==> src/rtl/logic_op_pkg.sv <==
// Shared definitions for the logic-unit arbiter slice.
//   - Opcode encodings for the two-operand bitwise logic unit
//     (six functions plus two reserved codes).
//   - FSM state encoding used by the arbiter/sequencer.
package logic_op_pkg;

    localparam logic [2:0] OP_AND  = 3'd0;
    localparam logic [2:0] OP_OR   = 3'd1;
    localparam logic [2:0] OP_NAND = 3'd2;
    localparam logic [2:0] OP_NOR  = 3'd3;
    localparam logic [2:0] OP_XOR  = 3'd4;
    localparam logic [2:0] OP_XNOR = 3'd5;
    localparam logic [2:0] OP_RSV6 = 3'd6;
    localparam logic [2:0] OP_RSV7 = 3'd7;

    typedef enum logic [1:0] {
        IDLE = 2'd0,
        EXEC = 2'd1,
        RESP = 2'd2
    } state_e;

endpackage

==> src/rtl/logic_unit.sv <==
// Purely combinational two-operand bitwise logic unit.
// Ports:
//   op_i     [2:0]        opcode (see logic_op_pkg)
//   a_i      [WIDTH-1:0]  operand A
//   b_i      [WIDTH-1:0]  operand B
//   result_o [WIDTH-1:0]  bitwise result, zero for reserved opcodes
//   err_o                 high when the opcode is reserved
module logic_unit
    import logic_op_pkg::*;
#(
    parameter int WIDTH = 8
) (
    input  logic [2:0]       op_i,
    input  logic [WIDTH-1:0] a_i,
    input  logic [WIDTH-1:0] b_i,
    output logic [WIDTH-1:0] result_o,
    output logic             err_o
);

    // Opcode-selected bitwise function; reserved codes flag an error.
    always_comb begin
        result_o = '0;
        err_o    = 1'b0;
        case (op_i)
            OP_AND:  result_o = a_i & b_i;
            OP_OR:   result_o = a_i | b_i;
            OP_NAND: result_o = ~(a_i & b_i);
            OP_NOR:  result_o = ~(a_i | b_i);
            OP_XOR:  result_o = a_i ^ b_i;
            OP_XNOR: result_o = ~(a_i ^ b_i);
            OP_RSV6, OP_RSV7: begin
                result_o = '0;
                err_o    = 1'b1;
            end
            default: begin
                result_o = '0;
                err_o    = 1'b1;
            end
        endcase
    end

endmodule

==> src/rtl/logic_unit_arbiter.sv <==
// Round-robin arbiter/sequencer sharing one logic_unit among NREQ requesters.
// One request is in flight at a time: accept (IDLE) -> compute (EXEC) ->
// hold response until consumed (RESP).
// Ports:
//   clk, rst_n             clock, asynchronous active-low reset
//   req_valid [NREQ]       per-requester request valid
//   req_ready [NREQ]       one-hot accept, combinational, only in IDLE
//   req_op    [3*NREQ]     opcodes, requester i at [3i +: 3]
//   req_a/b   [WIDTH*NREQ] operands, requester i at [WIDTH*i +: WIDTH]
//   rsp_valid/rsp_ready    response handshake
//   rsp_id/rsp_data/rsp_err registered response fields
//   busy                   high whenever the FSM is not in IDLE
module logic_unit_arbiter
    import logic_op_pkg::*;
#(
    parameter  int NREQ  = 4,
    parameter  int WIDTH = 8,
    localparam int IDW   = $clog2(NREQ)
) (
    input  logic                  clk,
    input  logic                  rst_n,
    input  logic [NREQ-1:0]       req_valid,
    output logic [NREQ-1:0]       req_ready,
    input  logic [3*NREQ-1:0]     req_op,
    input  logic [WIDTH*NREQ-1:0] req_a,
    input  logic [WIDTH*NREQ-1:0] req_b,
    output logic                  rsp_valid,
    input  logic                  rsp_ready,
    output logic [IDW-1:0]        rsp_id,
    output logic [WIDTH-1:0]      rsp_data,
    output logic                  rsp_err,
    output logic                  busy
);

    // One extra bit so (rr_ptr + k) can be wrapped without overflow.
    localparam int CW = IDW + 1;

    state_e           state_q;
    logic [IDW-1:0]   rr_ptr_q;
    logic [2:0]       op_q;
    logic [WIDTH-1:0] a_q;
    logic [WIDTH-1:0] b_q;
    logic [IDW-1:0]   id_q;
    logic             rsp_valid_q;
    logic [IDW-1:0]   rsp_id_q;
    logic [WIDTH-1:0] rsp_data_q;
    logic             rsp_err_q;

    logic             any_valid_s;
    logic [IDW-1:0]   grant_id_s;
    logic [CW-1:0]    cand_s;
    logic [NREQ-1:0]  req_ready_s;
    logic [IDW-1:0]   rr_next_s;
    logic [2:0]       op_arr_s [NREQ];
    logic [WIDTH-1:0] a_arr_s  [NREQ];
    logic [WIDTH-1:0] b_arr_s  [NREQ];
    logic [WIDTH-1:0] lu_result_s;
    logic             lu_err_s;

    assign any_valid_s = |req_valid;

    // Round-robin pick: scan from rr_ptr upward with wrap. Iterating k from
    // the far end down lets the closest valid requester win the last write.
    always_comb begin
        grant_id_s = '0;
        cand_s     = '0;
        for (int k = NREQ - 1; k >= 0; k--) begin
            cand_s = {1'b0, rr_ptr_q} + CW'(k);
            cand_s = (cand_s >= CW'(NREQ)) ? (cand_s - CW'(NREQ)) : cand_s;
            grant_id_s = req_valid[cand_s[IDW-1:0]] ? cand_s[IDW-1:0] : grant_id_s;
        end
    end

    // Unpack the flat request buses so the winner's fields are a plain index.
    always_comb begin
        for (int i = 0; i < NREQ; i++) begin
            op_arr_s[i] = req_op[3*i +: 3];
            a_arr_s[i]  = req_a[WIDTH*i +: WIDTH];
            b_arr_s[i]  = req_b[WIDTH*i +: WIDTH];
        end
    end

    // Accept strobe; gated by rst_n so nothing is granted while held in reset.
    always_comb begin
        req_ready_s = '0;
        if (rst_n && (state_q == IDLE) && any_valid_s) begin
            req_ready_s[grant_id_s] = 1'b1;
        end else begin
            req_ready_s = '0;
        end
    end

    assign rr_next_s = (id_q == IDW'(NREQ - 1)) ? '0 : (id_q + IDW'(1));

    logic_unit #(
        .WIDTH (WIDTH)
    ) u_logic_unit (
        .op_i     (op_q),
        .a_i      (a_q),
        .b_i      (b_q),
        .result_o (lu_result_s),
        .err_o    (lu_err_s)
    );

    // Sequencer FSM with issue and response registers.
    always_ff @(posedge clk or negedge rst_n) begin
        if (!rst_n) begin
            state_q     <= IDLE;
            rr_ptr_q    <= '0;
            op_q        <= 3'd0;
            a_q         <= '0;
            b_q         <= '0;
            id_q        <= '0;
            rsp_valid_q <= 1'b0;
            rsp_id_q    <= '0;
            rsp_data_q  <= '0;
            rsp_err_q   <= 1'b0;
        end else begin
            case (state_q)
                IDLE: begin
                    if (any_valid_s) begin
                        op_q    <= op_arr_s[grant_id_s];
                        a_q     <= a_arr_s[grant_id_s];
                        b_q     <= b_arr_s[grant_id_s];
                        id_q    <= grant_id_s;
                        state_q <= EXEC;
                    end else begin
                        state_q <= IDLE;
                    end
                end
                EXEC: begin
                    rsp_data_q  <= lu_result_s;
                    rsp_err_q   <= lu_err_s;
                    rsp_id_q    <= id_q;
                    rsp_valid_q <= 1'b1;
                    rr_ptr_q    <= rr_next_s;
                    state_q     <= RESP;
                end
                RESP: begin
                    if (rsp_ready) begin
                        rsp_valid_q <= 1'b0;
                        state_q     <= IDLE;
                    end else begin
                        state_q     <= RESP;
                    end
                end
                default: begin
                    rsp_valid_q <= 1'b0;
                    state_q     <= IDLE;
                end
            endcase
        end
    end

    assign req_ready = req_ready_s;
    assign rsp_valid = rsp_valid_q;
    assign rsp_id    = rsp_id_q;
    assign rsp_data  = rsp_data_q;
    assign rsp_err   = rsp_err_q;
    assign busy      = (state_q != IDLE);

endmodule

==> config.mk <==
export PLATFORM = sky130hd
export DESIGN_NAME = logic_unit_arbiter
export DESIGN_NICKNAME = d
export VERILOG_FILES = /design/src/rtl/logic_op_pkg.sv /design/src/rtl/logic_unit.sv /design/src/rtl/logic_unit_arbiter.sv
export SDC_FILE = /design/constraint.sdc
export NUM_CORES = 1
export LEC_CHECK = 0
export CAP_MARGIN = 10
export CORE_ASPECT_RATIO = 2
export CORE_MARGIN = 10
export CORE_UTILIZATION = 46
export DETAILED_ROUTE_END_ITERATION = 12
export GPL_TIMING_DRIVEN = 0
export PLACE_DENSITY = 0.93
export SETUP_SLACK_MARGIN = 0.05
export SLEW_MARGIN = 20
export SYNTH_ARGS = -nofsm -noshare
export SYNTH_HDL_FRONTEND = slang
export SYNTH_HIERARCHICAL = 1
export SYNTH_SLANG_ARGS = --single-unit
==> constraint.sdc <==
create_clock -name clk -period 1.95 [get_ports clk]
set_input_delay 0.195 -clock clk [delete_from_list [all_inputs] [get_ports clk]]
set_output_delay 0.195 -clock clk [all_outputs]
set_load 0.05 [all_outputs]
==> results of run 1 <==
[critical path, cell delays in order, from the launching register on]
cell and delay [ns]:
dfrtp_1 0.37, buf_6 0.13, o32a_1 0.38, and2_4 0.16, buf_8 0.13, nor3_4 0.16, buf_6 0.18
[layout make-up]
class | count | area (sq um)
multi-input cells | 210 | 1809
fillers | 388 | 1699
repair buffers | 109 | 1087
flip-flops and latches | 37 | 925.9
plain buffers | 20 | 178.9
clock buffers | 7 | 142.6
inverters | 19 | 83.83
well taps | 63 | 78.83
[final timing paths]
check,endpoint,slack (ns)
hold / removal,rsp_id[1],0.0008
max in group asynchronous,rsp_valid,1.28
setup reg to reg,b_q[7],0.08
min in group clk,rsp_valid,0.50
setup / recovery,req_ready[0],-0.06
hold reg to reg,rsp_valid,0.50
[through the flow]
step | utilization [%] | total power, W
2_1_floorplan | - | 0.004450
3_3_place_gp | 66.08 | 0.005381
3_5_place_dp | 66.33 | 0.005563
4_1_cts | 71.13 | 0.006624
5_1_grt | 71.71 | 0.007098
6_report | 71.71 | 0.006680
[flip-flops by register name, indices dropped and copies added (netlist names)]
register	cells
rr_ptr_q	2
id_q	2
rsp_valid	1
rsp_data	8
op_q	3
rsp_id	2
b_q	8
rsp_err	1
a_q	8
state_q	2
[cell families after synthesis]
logic type	count (synthesis)	synth area share, %
compound gates	86	23.53
buf+inv	39	8.135
fa+ha+maj	17	7.476
xor+xnor	8	2.463
mux	32	11.96
flops	37	32.54
simple gates	67	13.90
[power breakdown]
group | total, W | internal [W] | switching [W] | leakage [nW]
registers | 0.00144 | 0.00116 | 0.000286 | 0.434
logic | 0.00443 | 0.00203 | 0.00239 | 1.41
clock network | 0.000808 | 0.000502 | 0.000306 | 0.0700
[Yosys cell counts, drive strengths merged]
cell type	number
nand2	15
nor2b	14
a21o	2
buf	18
xor2	8
nor2	25
o311ai	8
clkinv	1
and2	2
inv	18
dfrtp	37
or2	2
o22a	1
o32a	1
and2b	4
nand3	1
mux2i	19
nor4	1
ha	17
mux2	13
a211oi	38
nor3	2
o21ai	11
a21boi	20
o21a	1
clkbuf	2
a21oi	2
nand2b	1
o221ai	1
o22ai	1
[timing repair]
item | 4_1_cts | 5_1_grt
cloned | 0 | 0
pin swaps | 6 | 2
setup endpoints to repair | 10 | 23
resized for setup | 48 | 8
endpoints found under the hold margin | 5 | 0
buffers inserted | 7 | 1
hold buffers | 1 | 0
[layer usage]
layer  GRT usage [%]  vias to the layer above  share of wire [%]
li1                -                     1258                  -
met1           17.78                     1255                 34
met2           32.65                       89                 56
met3           5.053                       34                5.1
met4           12.79                        0                5.7
met5               0                        -                  0
[layout by cell type (no fill, tap or decap), types with 2 or more instances in the layout]
cell type | netlist | final
a211oi_1 | 31 | 24
buf_2 | 7 | 5
and2b_4 | 4 | 4
clkbuf_16 | 0 | 5
o21ai_0 | 3 | 3
clkdlybuf4s50_1 | 0 | 93
buf_4 | 1 | 9
clkbuf_1 | 2 | 2
nor2b_4 | 8 | 8
o311ai_1 | 8 | 8
nor2b_1 | 6 | 6
nand2_1 | 14 | 13
a21boi_0 | 10 | 9
mux2i_1 | 19 | 19
xor2_1 | 8 | 8
nor2_1 | 24 | 22
nand2_4 | 0 | 2
ha_1 | 17 | 17
buf_6 | 9 | 11
nor2_4 | 0 | 3
buf_8 | 0 | 4
a211oi_2 | 7 | 14
a21o_1 | 2 | 2
dfrtp_1 | 37 | 37
nor3_4 | 0 | 2
inv_1 | 18 | 18
mux2_2 | 12 | 12
a21boi_1 | 10 | 10
o21ai_1 | 8 | 8
==> parameters.txt, run 1 <==
Parameter                              Value

Setup path
  Data arrival time of the worst path ... 1.81 ns
  Required time of the critical path ... 1.75 ns
  Crit path max fanout ... 5
  Worst setup startpoint ... rr_ptr_q[1]
  R2R depth ... 8
  Critical path class ... flop to primary output
  Startpoint of the worst register-to-register path ... rr_ptr_q[1]
  Nature of the critical path endpoint ... primary output
  Startpoint Class ... flop

Timing
  Post-Route Setup TNS ... -0.1948 ns
  Number of endpoints with negative hold slack in the final report ... 0
  Slew margin rel. ... 63.72%
  Setup violators final ... 4
  Actual slew at the worst max-slew pin ... 0.5422 ns
  Worst Hold Margin ... 0.0008036 ns
  Final Critical Period ... 2.006 ns
  Post-route fraction of the period consumed by the critical path ... 102.9%
  Highest clock rate ... 498.5 MHz
  Worst clock skew on the final layout ... 0.004619 ns
  Worst Slack Setup Final ... -0.05588 ns
  RSZ-0062 raised after global routing ... yes
  Fin. max-slew vios ... 0

Placement
  Half-perimeter wire length of the detailed placement result ... 7.134 mm
  Number of buffer cells added on primary ports ... 99
  Weighted congestion reported at the end of routability-driven placement ... 0.8724
  Placement Cell Area ... 3984 sq um
  Worst setup timing slack at the placement stage ... -1.169 ns
  Number of placed cells counting well taps ... 449

CTS
  Clock root buffer master ... clkbuf_16
  # clock sinks ... 37
  Maximum clock insertion buffer count ... 2
  TritonCTS clock tree ... built
  TritonCTS Buffers ... 5
  # H-tree levels ... 2
  Worst skew pair latency ... 0.29 ns
  Clock-pin slew reported for the worst setup and hold paths after clock tree synthesis ... 0.06 ns

Synthesis
  Net count of the mapped netlist ... 386
  Cell area after synthesis ... 2845 sq um
  Yosys top cell area share ... 32.54%
  Portion of the post-synthesis area used by sequential elements ... 32.54%
  Synthesis warning total ... 6
  Total of flip-flops plus latches after synthesis ... 37
  Largest area contributor in the netlist ... dfrtp_1
  Avg Synthesized Cell Area ... 9.948 sq um
  Synthesized instance count ... 286
  Cell types with the largest area share after synthesis ... dfrtp_1 33%, a211oi_1 8.2%, ha_1 7.5%
  Count of different cell masters after synthesis ... 40

Layout
  Non-filler instance count after layout ... 465
  # nets final ... 502
  Share of final-layout standard cells stronger than drive strength 1 ... 23.13%
  Cell area after layout ... 4307 sq um
  Area overhead of the layout relative to synthesis ... 51.36%
  Number of diodes added for antenna fixing ... 0

Detailed routing
  Final WL ... 8.951 mm
  Vias after detailed routing ... 2636
  Vias per cell ... 5.669
  DRC ... 0
  Number of iterations in the first detailed-routing pass ... 4
  Wire length per cell after detailed routing ... 19.25 um
  Number of DRC markers after the initial detailed-route iteration ... 112
  Residual antenna-violating net count after detailed routing ... 0

Die
  Die area ... 9922 sq um
  Io pins ... 100
  Die height ... 131.2 um
  Core area ... 6006 sq um
  Starting density of the core ... 47.38%
  # rows ... 40
  Die X ... 75.61 um

GRT
  Initial antenna violation count ... 0
  Pin count of the biggest net entering global routing ... 33
  Global-route wire length before repair ... 14.43 mm
  Via count of the first global-routing pass ... 2937
  Gr usage total ... 18.76%
  Remaining global-route overflow ... 0

Power and ir drop
  Worst VDD drop ... 0.0008969 V
  Leakage power figure ... 1.909 nW
  Power density over the cells ... 1551 nW/um^2

Flow run
  Maxcap violations ... 0

Min path
  Classification of the worst-slack hold path ... input pin to asynchronous set/reset pin

Status
  Violated checks ... setup timing
  Result of the run ... complete, but fails checks
Power figures use the tool's default switching activity.
==> inputs of run 2 (changes only) <==
--- a/config.mk
+++ b/config.mk
@@ -8,10 +8,11 @@
 export CAP_MARGIN = 10
 export CORE_ASPECT_RATIO = 2
 export CORE_MARGIN = 10
-export CORE_UTILIZATION = 46
+export CORE_UTILIZATION = 55
 export DETAILED_ROUTE_END_ITERATION = 12
+export DONT_BUFFER_PORTS = 1
 export GPL_TIMING_DRIVEN = 0
-export PLACE_DENSITY = 0.93
+export PLACE_DENSITY = 0.82
 export SETUP_SLACK_MARGIN = 0.05
 export SLEW_MARGIN = 20
 export SYNTH_ARGS = -nofsm -noshare
==> run 2 against run 1 <==
Against the previous run:
- the flow still finishes with violations (setup timing)
- critical path depth up 1
- critical path type unchanged
- die area down 13%
- largest power group unchanged
- global-route usage fell by 0.90 points
- first-iteration DRC count down 21%
- sequential share of layout area grew 5.3 points
- highest routed layer unchanged
- non-clock buffer count down 94
- power is 4.5% lower
- routed wire length is 4.4% lower
- clock skew rose by 0.0038 ns
- core utilization decreased by 3.8 points
- sequential cell count unchanged
==> parameters.txt, run 2 (synthesized netlist as in run 1, its figures left out) <==
Parameter                              Value

Min path
  Worst Hold Endpoint ... rsp_valid
  Launch instance of the worst min-delay path ... rsp_ready
  Classification of the worst-slack hold path ... input pin to flop
  Instance count along the most critical hold path ... 2

Setup path
  Startpoint Class ... flop
  Crit path max fanout ... 4 (-1)
  Critical path class ... flop to primary output
  R2R depth ... 10 (+2)
  Flop2flop setup slack ... -0.11 ns (-0.19 ns)
  Nature of the critical path endpoint ... primary output
  Data arrival time of the worst path ... 2.03 ns (+0.22 ns)
  Worst R2R End ... a_q[6]
  Startpoint of the worst register-to-register path ... state_q[0]
  Required time of the critical path ... 1.75 ns (about the same)

Timing
  RSZ-0062 raised after global routing ... yes
  Worst Slack Setup Final ... -0.2790 ns (-0.2231 ns)
  Highest clock rate ... 448.6 MHz (-10%)
  Post-route fraction of the period consumed by the critical path ... 114.3% (+11 points)
  Post-Route Setup TNS ... -2.510 ns (-2.315 ns)
  Actual slew at the worst max-slew pin ... 0.5655 ns (+0.02331 ns)
  Number of endpoints with negative hold slack in the final report ... 0 (unchanged)
  Setup violators final ... 23 (+19)
  Final Critical Period ... 2.229 ns (+0.2231 ns)
  Slew margin rel. ... 62.18% (-1.5 points)
  Worst clock skew on the final layout ... 0.008418 ns (+0.003799 ns)
  Fin. max-slew vios ... 0 (unchanged)

Layout
  Filler cells ... 354 (-8.8%)
  Commonest non-fill, non-tap cell in the layout ... dfrtp_1
  Number of diodes added for antenna fixing ... 0 (unchanged)
  Share of final-layout standard cells stronger than drive strength 1 ... 35.60% (+12 points)
  Cell area after layout ... 3458 sq um (-20%)
  Area overhead of the layout relative to synthesis ... 21.55%
  # nets final ... 408 (-19%)
  Most frequent cells in the layout ... 37 x dfrtp_1, 22 x nor2_1, 22 x a211oi_2
  Final design utilization ... 67.91% (-3.8 points)

Die
  # rows ... 37 (-7.5%)
  Core area ... 5092 sq um (-15%)
  Die area ... 8625 sq um (-13%)
  Io pins ... 100 (unchanged)
  Die X ... 70.86 um (-6.3%)
  Die height ... 121.7 um (-7.2%)
  Starting density of the core ... 55.87% (+8.5 points)

Status
  Violated checks ... setup timing
  Result of the run ... complete, but fails checks

Placement
  Number of buffer cells added on primary ports ... 0 (-100%)
  Placement Cell Area ... 2972 sq um (-25%)
  Half-perimeter wire length of the detailed placement result ... 6.030 mm (-15%)
  Weighted congestion reported at the end of routability-driven placement ... 0.7971 (-8.6%)

Power and ir drop
  Total chip power ... 0.006379 W (-4.5%)
  Power density over the cells ... 1844 nW/um^2 (+19%)
  Switching power ... 0.003111 W (+4.2%)
  Part of the power in registers ... 29.2% (+7.6 points)
  Leakage power figure ... 1.534 nW (-20%)
  Sw Ratio ... 48.77% (+4.1 points)
  Internal power summed over all cells ... 0.003268 W (-12%)
  Clk network pwr share ... 8.2% (-3.9 points)
  Combinational cell fraction of total power ... 62.5% (-3.8 points)
  Worst VDD drop ... 0.001349 V (+50%)

GRT
  Via count of the first global-routing pass ... 2505 (-15%)
  Global-route wire length before repair ... 12.48 mm (-14%)
  Initial antenna violation count ... 0 (unchanged)
  Gr usage total ... 17.86% (-0.90 points)
  Pin count of the biggest net entering global routing ... 38 (+15%)
  Remaining global-route overflow ... 0 (unchanged)

CTS
  Maximum clock insertion buffer count ... 2 (unchanged)
  Worst skew pair latency ... 0.29 ns (about the same)
  # clock sinks ... 37 (unchanged)
  TritonCTS Buffers ... 5 (unchanged)
  TritonCTS clock tree ... built
  Clock root buffer master ... clkbuf_8
  # H-tree levels ... 2 (unchanged)
  Clock-pin slew reported for the worst setup and hold paths after clock tree synthesis ... 0.07 ns (about the same)

Detailed routing
  Residual antenna-violating net count after detailed routing ... 0 (unchanged)
  Number of iterations in the first detailed-routing pass ... 4 (unchanged)
  Wire length per cell after detailed routing ... 23.31 um (+21%)
  Vias per cell ... 6.390 (+13%)
  Vias after detailed routing ... 2345 (-11%)
  DRC ... 0 (unchanged)
  Final WL ... 8.553 mm (-4.4%)
  Number of DRC markers after the initial detailed-route iteration ... 89 (-21%)

Flow run
  Maxcap violations ... 0 (unchanged)
## run 2: changes by cell type in the layout (fill, tap and decap cells not counted), sizes merged
cell | before | now
clkinv | 1 | 3
clkdlybuf4s50 | 93 | 0
dlygate4sd2 | 1 | 0
buf | 31 | 30
## run 2: worst max-delay path by stage
| stage | startpoint | depth (start not counted) | to | slack [ns] |
|---|---|---|---|---|
| global placement | rr_ptr_q[1] | 7 | req_ready[3] | -0.22 |
| global route | rr_ptr_q[1] | 5 | req_ready[2] | -0.36 |
| finish | state_q[0] | 7 | req_ready[2] | -0.28 |
| floorplan | state_q[0] | 7 | req_ready[0] | -0.03 |
| CTS | state_q[1] | 7 | req_ready[2] | -0.35 |
| detailed placement | rr_ptr_q[1] | 7 | req_ready[1] | -0.26 |
## run 2: metrics by stage
stage | std cells | hold WS, ns | worst slack [ns]
after global placement | 344 | -0.09942 | -0.2207
after detailed placement | 344 | -0.09953 | -0.2564
final | 367 | 0.08167 | -0.2790
after floorplan | 286 | -0.1006 | -0.03251
after CTS | 364 | 0.07614 | -0.3471
after global routing | 367 | 0.1048 | -0.3578
## run 2: routing by layer
metal  vias up  share of wire [%]  GRT usage, %
met3        22                5.4         5.126
met1      1166                 33         16.92
met5         -                  0             0
li1       1065                  -             -
met2        92                 58         33.22
met4         0                3.6         9.611
## run 2: area by class of cell
class / count / area, sq um / share of cell area, %
Multi-Input combinational cell: 210 / 1962 / 56.73
Inverter: 19 / 83.83 / 2.424
Buffer: 19 / 181.4 / 5.246
Clock inverter: 2 / 10.01 / 0.2894
Clock buffer: 6 / 72.57 / 2.098
Sequential cell: 37 / 925.9 / 26.77
Tap cell: 58 / 72.57 / 2.098
Timing Repair Buffer: 16 / 150.1 / 4.342
## run 2: worst max-delay path, cell delays in order (launching register included)
cell	delay (ns)
dfrtp_1	0.39
or2_4	0.34
or2_1	0.24
buf_6	0.13
clkinv_8	0.04
buf_8	0.10
nand2_8	0.05
nor3_4	0.44
## run 2: power groups by stage
stage | clock network, W | registers [W] | logic [W]
6_report | 0.000525 | 0.00186 | 0.00399
4_1_cts | 0.000527 | 0.00186 | 0.00359
2_1_floorplan | 0 | 0.00177 | 0.00268
3_3_place_gp | 0 | 0.00187 | 0.00308
5_1_grt | 0.000559 | 0.00193 | 0.00433
3_5_place_dp | 0 | 0.00189 | 0.00319
## run 2: what timing repair did
item,in CTS,in global routing
gates resized for setup,30,29
cloned,1,1
endpoints found under the hold margin,37,0
buffers inserted,9,3
setup endpoints to repair,22,23
hold buffers,2,0
pin swaps,10,38
==> inputs of run 3 (changes only) <==
--- a/config.mk
+++ b/config.mk
@@ -5,7 +5,7 @@
 export SDC_FILE = /design/constraint.sdc
 export NUM_CORES = 1
 export LEC_CHECK = 0
-export CAP_MARGIN = 10
+export CAP_MARGIN = 20
 export CORE_ASPECT_RATIO = 2
 export CORE_MARGIN = 10
 export CORE_UTILIZATION = 55
==> results of run 3 <==
The final DEF is identical to that of run 2; final timing and power are the same.
